<file path="src/rtl/inventory_bank.sv">
// inventory_bank: per-slot goods counters behind a one-at-a-time request/response handshake.
// IDLE accepts a request, EXEC applies it to at most one slot, RESP holds the answer until consumed.
module inventory_bank #(
  parameter int NUM_SLOTS = 7,
  parameter int CNT_W     = 3,
  parameter int MAX_CNT   = 7,
  localparam int SLOT_W   = $clog2(NUM_SLOTS + 1),
  localparam int TOT_W    = $clog2(NUM_SLOTS * MAX_CNT + 1)
) (
  input  logic                       clk,
  input  logic                       reset,
  input  logic                       req_valid,
  output logic                       req_ready,
  input  logic [1:0]                 req_op,
  input  logic [SLOT_W-1:0]          req_slot,
  input  logic [CNT_W-1:0]           req_qty,
  output logic                       rsp_valid,
  input  logic                       rsp_ready,
  output logic                       rsp_ok,
  output logic [1:0]                 rsp_err,
  output logic [CNT_W-1:0]           rsp_count,
  output logic [NUM_SLOTS*CNT_W-1:0] counts_flat,
  output logic [NUM_SLOTS-1:0]       empty_mask,
  output logic [TOT_W-1:0]           total
);

  typedef enum logic [1:0] {IDLE, EXEC, RESP} state_e;

  localparam logic [1:0] OP_QUERY    = 2'b00;
  localparam logic [1:0] OP_RESTOCK  = 2'b01;
  localparam logic [1:0] OP_DISPENSE = 2'b10;

  localparam logic [1:0] ERR_NONE = 2'b00;
  localparam logic [1:0] ERR_SLOT = 2'b01;
  localparam logic [1:0] ERR_OVF  = 2'b10;
  localparam logic [1:0] ERR_UNF  = 2'b11;

  localparam logic [CNT_W:0]    MAX_WIDE  = (CNT_W + 1)'(MAX_CNT);
  localparam logic [SLOT_W-1:0] LAST_SLOT = SLOT_W'(NUM_SLOTS);

  state_e               state_q, state_d;
  logic [1:0]           op_q, op_d;
  logic [SLOT_W-1:0]    slot_q, slot_d;
  logic [CNT_W-1:0]     qty_q, qty_d;
  logic [CNT_W-1:0]     count_q [NUM_SLOTS];
  logic [CNT_W-1:0]     count_d [NUM_SLOTS];
  logic [TOT_W-1:0]     total_q, total_d;
  logic [NUM_SLOTS-1:0] empty_q, empty_d;
  logic                 rspOk_q, rspOk_d;
  logic [1:0]           rspErr_q, rspErr_d;
  logic [CNT_W-1:0]     rspCount_q, rspCount_d;

  logic                 slotValid;
  logic [CNT_W-1:0]     curCount;
  logic [CNT_W-1:0]     newCount;
  logic [CNT_W:0]       sumWide;
  logic                 writeEn;
  logic                 evalOk;
  logic [1:0]           evalErr;
  logic [CNT_W-1:0]     evalCount;

  // Out-of-range slot numbers select nothing, so curCount reads as zero for them.
  always_comb begin
    curCount = '0;
    for (int k = 0; k < NUM_SLOTS; k++) begin
      if (slot_q == SLOT_W'(k + 1)) begin
        curCount = count_q[k];
      end
    end
  end

  assign slotValid = (slot_q != '0) && (slot_q <= LAST_SLOT);
  assign sumWide   = {1'b0, curCount} + {1'b0, qty_q};

  // Decide the outcome of the captured request against the current count.
  always_comb begin
    newCount  = curCount;
    writeEn   = 1'b0;
    evalOk    = 1'b0;
    evalErr   = ERR_SLOT;
    evalCount = '0;
    if (slotValid) begin
      case (op_q)
        OP_QUERY: begin
          evalOk    = 1'b1;
          evalErr   = ERR_NONE;
          evalCount = curCount;
        end
        OP_RESTOCK: begin
          if (sumWide > MAX_WIDE) begin
            evalErr   = ERR_OVF;
            evalCount = curCount;
          end else begin
            newCount  = sumWide[CNT_W-1:0];
            writeEn   = 1'b1;
            evalOk    = 1'b1;
            evalErr   = ERR_NONE;
            evalCount = sumWide[CNT_W-1:0];
          end
        end
        OP_DISPENSE: begin
          if (qty_q > curCount) begin
            evalErr   = ERR_UNF;
            evalCount = curCount;
          end else begin
            newCount  = curCount - qty_q;
            writeEn   = 1'b1;
            evalOk    = 1'b1;
            evalErr   = ERR_NONE;
            evalCount = curCount - qty_q;
          end
        end
        default: begin
          newCount  = '0;
          writeEn   = 1'b1;
          evalOk    = 1'b1;
          evalErr   = ERR_NONE;
          evalCount = '0;
        end
      endcase
    end
  end

  // Handshake sequencing; the running total is adjusted by the delta so it moves with the counts.
  always_comb begin
    state_d    = state_q;
    op_d       = op_q;
    slot_d     = slot_q;
    qty_d      = qty_q;
    count_d    = count_q;
    total_d    = total_q;
    rspOk_d    = rspOk_q;
    rspErr_d   = rspErr_q;
    rspCount_d = rspCount_q;
    case (state_q)
      IDLE: begin
        if (req_valid) begin
          op_d    = req_op;
          slot_d  = req_slot;
          qty_d   = req_qty;
          state_d = EXEC;
        end
      end
      EXEC: begin
        if (writeEn) begin
          for (int k = 0; k < NUM_SLOTS; k++) begin
            if (slot_q == SLOT_W'(k + 1)) begin
              count_d[k] = newCount;
            end
          end
        end
        total_d    = total_q - TOT_W'(curCount) + TOT_W'(newCount);
        rspOk_d    = evalOk;
        rspErr_d   = evalErr;
        rspCount_d = evalCount;
        state_d    = RESP;
      end
      RESP: begin
        if (rsp_ready) begin
          state_d = IDLE;
        end
      end
      default: state_d = IDLE;
    endcase
  end

  always_comb begin
    empty_d = '0;
    for (int k = 0; k < NUM_SLOTS; k++) begin
      empty_d[k] = (count_d[k] == '0);
    end
  end

  always_ff @(posedge clk) begin
    if (reset) begin
      state_q    <= IDLE;
      op_q       <= '0;
      slot_q     <= '0;
      qty_q      <= '0;
      for (int k = 0; k < NUM_SLOTS; k++) begin
        count_q[k] <= '0;
      end
      total_q    <= '0;
      empty_q    <= '1;
      rspOk_q    <= 1'b0;
      rspErr_q   <= ERR_NONE;
      rspCount_q <= '0;
    end else begin
      state_q    <= state_d;
      op_q       <= op_d;
      slot_q     <= slot_d;
      qty_q      <= qty_d;
      count_q    <= count_d;
      total_q    <= total_d;
      empty_q    <= empty_d;
      rspOk_q    <= rspOk_d;
      rspErr_q   <= rspErr_d;
      rspCount_q <= rspCount_d;
    end
  end

  for (genvar g = 0; g < NUM_SLOTS; g++) begin : gFlat
    assign counts_flat[g*CNT_W +: CNT_W] = count_q[g];
  end

  assign req_ready  = (state_q == IDLE);
  assign rsp_valid  = (state_q == RESP);
  assign rsp_ok     = rspOk_q;
  assign rsp_err    = rspErr_q;
  assign rsp_count  = rspCount_q;
  assign empty_mask = empty_q;
  assign total      = total_q;

endmodule

</file>
<file path="config.mk">
export PLATFORM = sky130hd
export DESIGN_NAME = inventory_bank
export DESIGN_NICKNAME = d
export VERILOG_FILES = /design/src/rtl/inventory_bank.sv
export SDC_FILE = /design/constraint.sdc
export NUM_CORES = 1
export LEC_CHECK = 0
export ABC_AREA = 1
export BUFFER_PORTS_ARGS = -buffer_cell sky130_fd_sc_hd__buf_2
export CAP_MARGIN = 10
export CORE_MARGIN = 2
export CORE_UTILIZATION = 42
export DETAILED_ROUTE_END_ITERATION = 10
export GPL_TIMING_DRIVEN = 0
export SLEW_MARGIN = 10
export SYNTH_ARGS = -nofsm -noshare
export SYNTH_HDL_FRONTEND = slang
export SYNTH_SLANG_ARGS = --single-unit
</file>
<file path="constraint.sdc">
create_clock -name clk -period 11.1 [get_ports clk]
set_clock_uncertainty 0.2 [all_clocks]
set_input_delay 1.11 -clock clk [delete_from_list [all_inputs] [get_ports clk]]
set_output_delay 1.11 -clock clk [all_outputs]
set_load 0.02 [all_outputs]
</file>
==> results.sh, run 1 <==
export IMPL_wl_per_cell_um=12.8
export IMPL_drt_initial_drc_count=108
export IMPL_synth_fa_ha_area_frac=0.107
export IMPL_worst_hold_slack_ns=0.267
export IMPL_cts_sinks=50
export IMPL_grt_max_degree=15
export IMPL_path_clk_slew_ns=0.09
export IMPL_htree_levels=2
export IMPL_criticalPathCategory="reg -> reg"
export IMPL_yosysWarnings=0
export IMPL_finalCritPeriodShare=0.413
export IMPL_wirelength_um=6600
export IMPL_dp_slack_ns=6.54
export IMPL_cts_made_buffers=5
export IMPL_synthMuxAreaShare=0
export IMPL_synth_compound_area_frac=0.139
export IMPL_synthTopCellsByArea="dfxtp_1 (36%), nand2_1 (10%), inv_1 (8.4%), ha_1 (7.1%), a21oi_1 (6.1%)"
export IMPL_cpPeakStageDelay_ns=0.52
export IMPL_critPathBufInv=4
export IMPL_antenna_found_initial=0
export IMPL_coreArea_um2=6420
export IMPL_synth_area_per_cell_um2=7.40
export IMPL_slowest_stage="fa_1"
export IMPL_synth_top_flop_cell="dfxtp_1"
export IMPL_synth_seq_cells=50
export IMPL_clockBufferDepth=2
export IMPL_start_util=0.437
export IMPL_max_cap_violations=0
export IMPL_tightest_slew_ns=0.532
export IMPL_synth_most_common_cell="nand2_1"
export IMPL_synth_commonest_cells="nand2_1 (78), inv_1 (63), dfxtp_1 (50)"
export IMPL_ys_async_sr_fraction=0
export IMPL_die_height_um=85.7
export IMPL_synth_nets=412
export IMPL_yosysUniqueCellTypes=33
export IMPL_ant_nets=0
export IMPL_post_cts_resized=0
export IMPL_crit_top_cell="nand2_1"
export IMPL_min_delay_path_class="reg -> reg"
export IMPL_grt_pass1_vias=2355
export IMPL_cellLeakagePower_nw=1.70
export IMPL_synth_top_area_cell="dfxtp_1"
export IMPL_vias_per_cell=4.82
export IMPL_final_nets=472
export IMPL_powerDensity_nw_per_um2=125
export IMPL_remaining_drc_errors=3
export IMPL_post_cts_setup_buffer_count=0
export IMPL_synth_top_family_by_area="simple AND/OR/NAND/NOR gates"
export IMPL_firstDrtPassIters=7
export IMPL_fp_dieW_um=85.7
export IMPL_hold_viol=0
export IMPL_syn_to_final_growth_pct=16.7
export IMPL_pin_count=54
export IMPL_yosys_area_top_type_share=0.357
export IMPL_grt_overflow=0
export IMPL_timing_fmax_ghz=0.218
export IMPL_finalPower_mw=0.410
export IMPL_syn_inst=379
export IMPL_synth_xor_area_share=0.0219
export IMPL_row_count=29
export IMPL_synth_area_um2=2810
export IMPL_finalWorstSetupSlack_ns=6.52
export IMPL_die_area_um2=7350
export IMPL_placedCellCount=509
export IMPL_ff2ff_setup_slack_ns=6.52
export IMPL_synth_simple_area_share=0.255
export IMPL_place_detailed_hpwl_um=5020
export IMPL_worst_setup_path_end_kind="register"
export IMPL_num_antenna_cells=0
export IMPL_tritoncts="done"
export IMPL_slew_headroom=0.644
export IMPL_cts_root_buf="clkbuf_8"
export IMPL_synth_seq_area_share=0.357
export IMPL_critPathRequiredTime_ns=11.14
export IMPL_setup_tns_final_ns=0
export IMPL_rsz0062_at_grt="false"
export IMPL_postCtsHoldBufs=0
export IMPL_portBuffers=53
export IMPL_cp_arrival_ns=4.62
export IMPL_slew_viol_final=0
export IMPL_path_max_fanout=8
export IMPL_finalNonFillerCells=517
export IMPL_grt_total_usage=0.189
export IMPL_peakVddDrop_uv=68.8
export IMPL_grt_first_pass_wirelength_um=11000
export IMPL_path_delay_family="simple AND/OR/NAND/NOR gates"
export IMPL_vias=2490
export IMPL_violations="design-rule violations"
export IMPL_gp_congestion=0.914
export IMPL_insertion_delay_ns=0.30
export IMPL_status="finished with violations"
export IMPL_drive_gt1_frac=0.230
export IMPL_setup_violations=0
export IMPL_finalCriticalPeriod_ns=4.58
export IMPL_synth_enable_flop_cells=0
export IMPL_start_kind="register"
==> area by class of cell <==
| cell class | count | area, um^2 |
|---|---|---|
| Clock buffer | 7 | 76.3 |
| Buffer | 12 | 71.3 |
| Multi-Input combinational cell | 246 | 1470 |
| Tap cell | 77 | 96.3 |
| Timing Repair Buffer | 53 | 265 |
| Sequential cell | 50 | 1000 |
| Fill cell | 667 | 3150 |
| Inverter | 71 | 267 |
| Clock inverter | 1 | 30.0 |
==> routing by layer <==
metal  part of all wire  GRT usage
met4              0.011     0.0491
met5                  0          0
met1               0.48      0.248
met3              0.029     0.0260
met2               0.48      0.327
==> final timing paths <==
kind | depth (start not counted) | to | startpoint
setup / recovery | 27 | total[5] | slot_q[2]
hold / removal | 2 | rsp_err[1] | rsp_err[1]
setup reg to reg | 27 | total[5] | slot_q[2]
hold reg to reg | 2 | rsp_err[1] | rsp_err[1]
==> power by group <==
part | switching [mW] | total, mW | internal (mW)
sequential | 0.00531 | 0.192 | 0.187
clock | 0.0614 | 0.129 | 0.0676
combinational | 0.0558 | 0.0891 | 0.0333
total | 0.122 | 0.410 | 0.287
==> state kept, by name, summed over array words and instances (netlist names) <==
| signal | count |
|---|---|
| rsp_count | 3 |
| empty_mask | 7 |
| op_q | 2 |
| slot_q | 3 |
| state_q | 2 |
| total | 6 |
| rsp_ok | 1 |
| rsp_err | 2 |
| qty_q | 3 |
| counts_flat | 21 |
==> kinds of logic (layout without fill, tap and decap cells) <==
family                     Yosys count  after routing
and+or+nand+nor                    150            150
buffers and inverters               83            144
AOI/OAI and AO/OA                   68             68
DFF                                 50             50
adders and majority gates           21             21
xor gates and xnor gates             7              7
==> placed cells by master (no fill, tap or decap) <==
master | Yosys | routed
o21bai_1 | 1 | 1
o22ai_1 | 1 | 1
nand2_1 | 78 | 78
nor3_1 | 3 | 3
o21ai_0 | 18 | 18
nand3_1 | 12 | 12
xnor2_1 | 4 | 4
o211ai_1 | 4 | 4
bufinv_16 | 0 | 1
buf_2 | 3 | 56
nor3_2 | 2 | 2
nand3b_1 | 1 | 1
nand3_2 | 6 | 6
buf_6 | 2 | 2
nor2_1 | 24 | 24
nor4_1 | 1 | 1
or2_1 | 2 | 2
buf_4 | 2 | 2
nand2_4 | 1 | 1
nor2_4 | 1 | 1
nand4_1 | 10 | 10
inv_1 | 63 | 63
a21oi_2 | 8 | 8
nor2_2 | 2 | 2
clkbuf_8 | 0 | 5
clkbuf_1 | 5 | 7
nand2_2 | 6 | 6
inv_2 | 8 | 8
a21o_1 | 2 | 2
a21oi_1 | 34 | 34
nor3_4 | 1 | 1
fa_1 | 5 | 5
ha_1 | 16 | 16
dfxtp_1 | 50 | 50
xor2_1 | 3 | 3
==> worst min-delay path: stages (launching register included) <==
cell and delay (ns):
dfxtp_1 0.32, nand2_1 0.06, a21oi_1 0.05
==> per-stage QoR <==
stage	cell area (um^2)	utilization
6_report	3270	0.510
5_1_grt	3270	0.510
4_1_cts	3270	0.510
3_5_place_dp	3170	0.493
3_3_place_gp	3170	0.493
2_1_floorplan	2810	-
Power figures use the tool's default switching activity.
==> inputs of run 2 (changes only) <==
clock period = 4.7 ns   (was 11.1 ns; I/O delays follow)
==> run 2 against run 1 <==
The run still ends with design-rule violations left. Utilization rose by 1.1 points. Die area unchanged. Routed wire length grew 2.1%. Non-clock buffer count unchanged. Global-route usage stayed put. Worst setup slack worse by 6.2 ns. Combinational power grew to 2.6 times the previous value. Sequential share of layout area shrank 0.54 points. Clock power is 140% higher. First-iteration DRC count fell by 14%. Power up 140%. Highest routed layer unchanged.
==> results.sh, run 2 (synthesized netlist as in run 1, its figures left out) <==
export IMPL_status="finished with violations"
export IMPL_violations="design-rule violations"
export IMPL_gp_congestion=0.914
export IMPL_cp_arrival_ns=4.43
export IMPL_max_cap_violations=0
export IMPL_remaining_drc_errors=3
export IMPL_timing_fmax_ghz=0.226
export IMPL_num_antenna_cells=0
export IMPL_slew_headroom=0.442
export IMPL_wl_per_cell_um=13.0
export IMPL_postCtsHoldBufs=0
export IMPL_setup_violations=0
export IMPL_die_area_um2=7350
export IMPL_finalCriticalPeriod_ns=4.42
export IMPL_top_usage_layer="met2"
export IMPL_finalNonFillerCells=517
export IMPL_grt_total_usage=0.189
export IMPL_path_clk_slew_ns=0.10
export IMPL_tightest_slew_ns=0.833
export IMPL_peakVddDrop_uv=162
export IMPL_fp_dieW_um=85.7
export IMPL_place_detailed_hpwl_um=5020
export IMPL_hold_viol=0
export IMPL_grt_pass1_vias=2355
export IMPL_worst_hold_slack_ns=0.208
export IMPL_row_count=29
export IMPL_path_delay_family="adder cells"
export IMPL_finalCritPeriodShare=0.940
export IMPL_ant_nets=0
export IMPL_worst_setup_path_end_kind="register"
export IMPL_antenna_found_initial=0
export IMPL_finalPower_mw=0.990
export IMPL_critPathRequiredTime_ns=4.71
export IMPL_min_delay_path_class="in -> reg"
export IMPL_final_common_cell="nand2_1"
export IMPL_drt_initial_drc_count=93
export IMPL_start_util=0.437
export IMPL_powerDensity_nw_per_um2=296
export IMPL_vias_per_cell=4.82
export IMPL_crit_chain="buf_4 > inv_4 > buf_8 > nand4_1 > nand2_1 > nor2_1 > nand4_1 > nand2_1 > inv_1 > ha_2 > nand3_1 > nand3_1 > nand3b_1 > nand3_1 > nand2_1 > nand2_4 > inv_1 > fa_1 > fa_1 > a21o_1 > a21oi_1 > xnor2_1 > o21ai_1 > inv_1"
export IMPL_die_height_um=85.7
export IMPL_path_max_fanout=10
export IMPL_clockBufferDepth=2
export IMPL_cts_root_buf="clkbuf_8"
export IMPL_slowest_stage="fa_1"
export IMPL_grt_use_met1=0.248
export IMPL_final_nets=472
export IMPL_post_cts_setup_buffer_count=0
export IMPL_wirelength_um=6740
export IMPL_grt_overflow=0
export IMPL_cts_made_buffers=5
export IMPL_largest_reg_flops=21
export IMPL_firstDrtPassIters=9
export IMPL_cellLeakagePower_nw=1.71
export IMPL_vias=2492
export IMPL_slew_viol_final=0
export IMPL_portBuffers=53
export IMPL_tritoncts="done"
export IMPL_coreArea_um2=6420
export IMPL_final_cell_mix="nand2_1 (77), inv_1 (62), buf_2 (55)"
export IMPL_critPathBufInv=6
export IMPL_htree_levels=2
export IMPL_criticalPathCategory="reg -> reg"
export IMPL_start_kind="register"
export IMPL_pin_count=54
export IMPL_syn_to_final_growth_pct=19.1
export IMPL_insertion_delay_ns=0.30
export IMPL_drive_gt1_frac=0.248
export IMPL_placedCellCount=509
export IMPL_met2_usage=0.327
export IMPL_post_cts_resized=0
export IMPL_cpPeakStageDelay_ns=0.48
export IMPL_grt_max_degree=15
export IMPL_use_met3=0.0260
export IMPL_grt_first_pass_wirelength_um=11000
export IMPL_cts_sinks=50
run 2: layer usage:
layer  up-vias  wire length [um]
met3         2               301
li1       1317                 -
met4         0                25
met1      1121              3130
met2        52              3290
met5         -                 0
run 2: worst register-to-register path: cells and delay by family (launching register included):
family          cells  cell delay (ns)
compound gates      3             0.48
xor+xnor            1             0.08
fa+ha+maj           3             1.36
buf+inv             6             0.60
flops               1             0.32
simple gates       11             1.29
run 2: worst paths after layout:
check          endpoint  startpoint  cells past startpoint  slack (ns)
min reg2reg      rsp_ok      rsp_ok                      2        0.27
max reg2reg    total[4]   slot_q[2]                     24        0.28
max            total[4]   slot_q[2]                     24        0.28
min          state_q[1]   rsp_ready                      4        0.21
run 2: metrics by stage:
step,cell area (um^2),worst slack (ns),util,TNS (ns)
2_1_floorplan,2810,0.636,-,0
3_3_place_gp,3170,0.166,0.493,0
3_5_place_dp,3170,0.142,0.493,0
4_1_cts,3270,0.103,0.510,0
5_1_grt,3340,-0.0189,0.520,-0.0189
6_report,3340,0.284,0.520,0
run 2: power by group:
group	leakage [nW]	internal [mW]	switching (mW)
combinational	1.25	0.0879	0.141
clock	0.0524	0.160	0.147
sequential	0.407	0.441	0.0131
total	1.71	0.688	0.301
run 2: final cells by class:
class	count	area (um^2)
buffer	12	77.6
fill	665	3080
inverter	71	269
multi-input combinational	246	1520
sequential	50	1000
tap	77	96.3
timing repair buffer	53	265
clock inverter	1	30.0
clock buffer	7	76.3
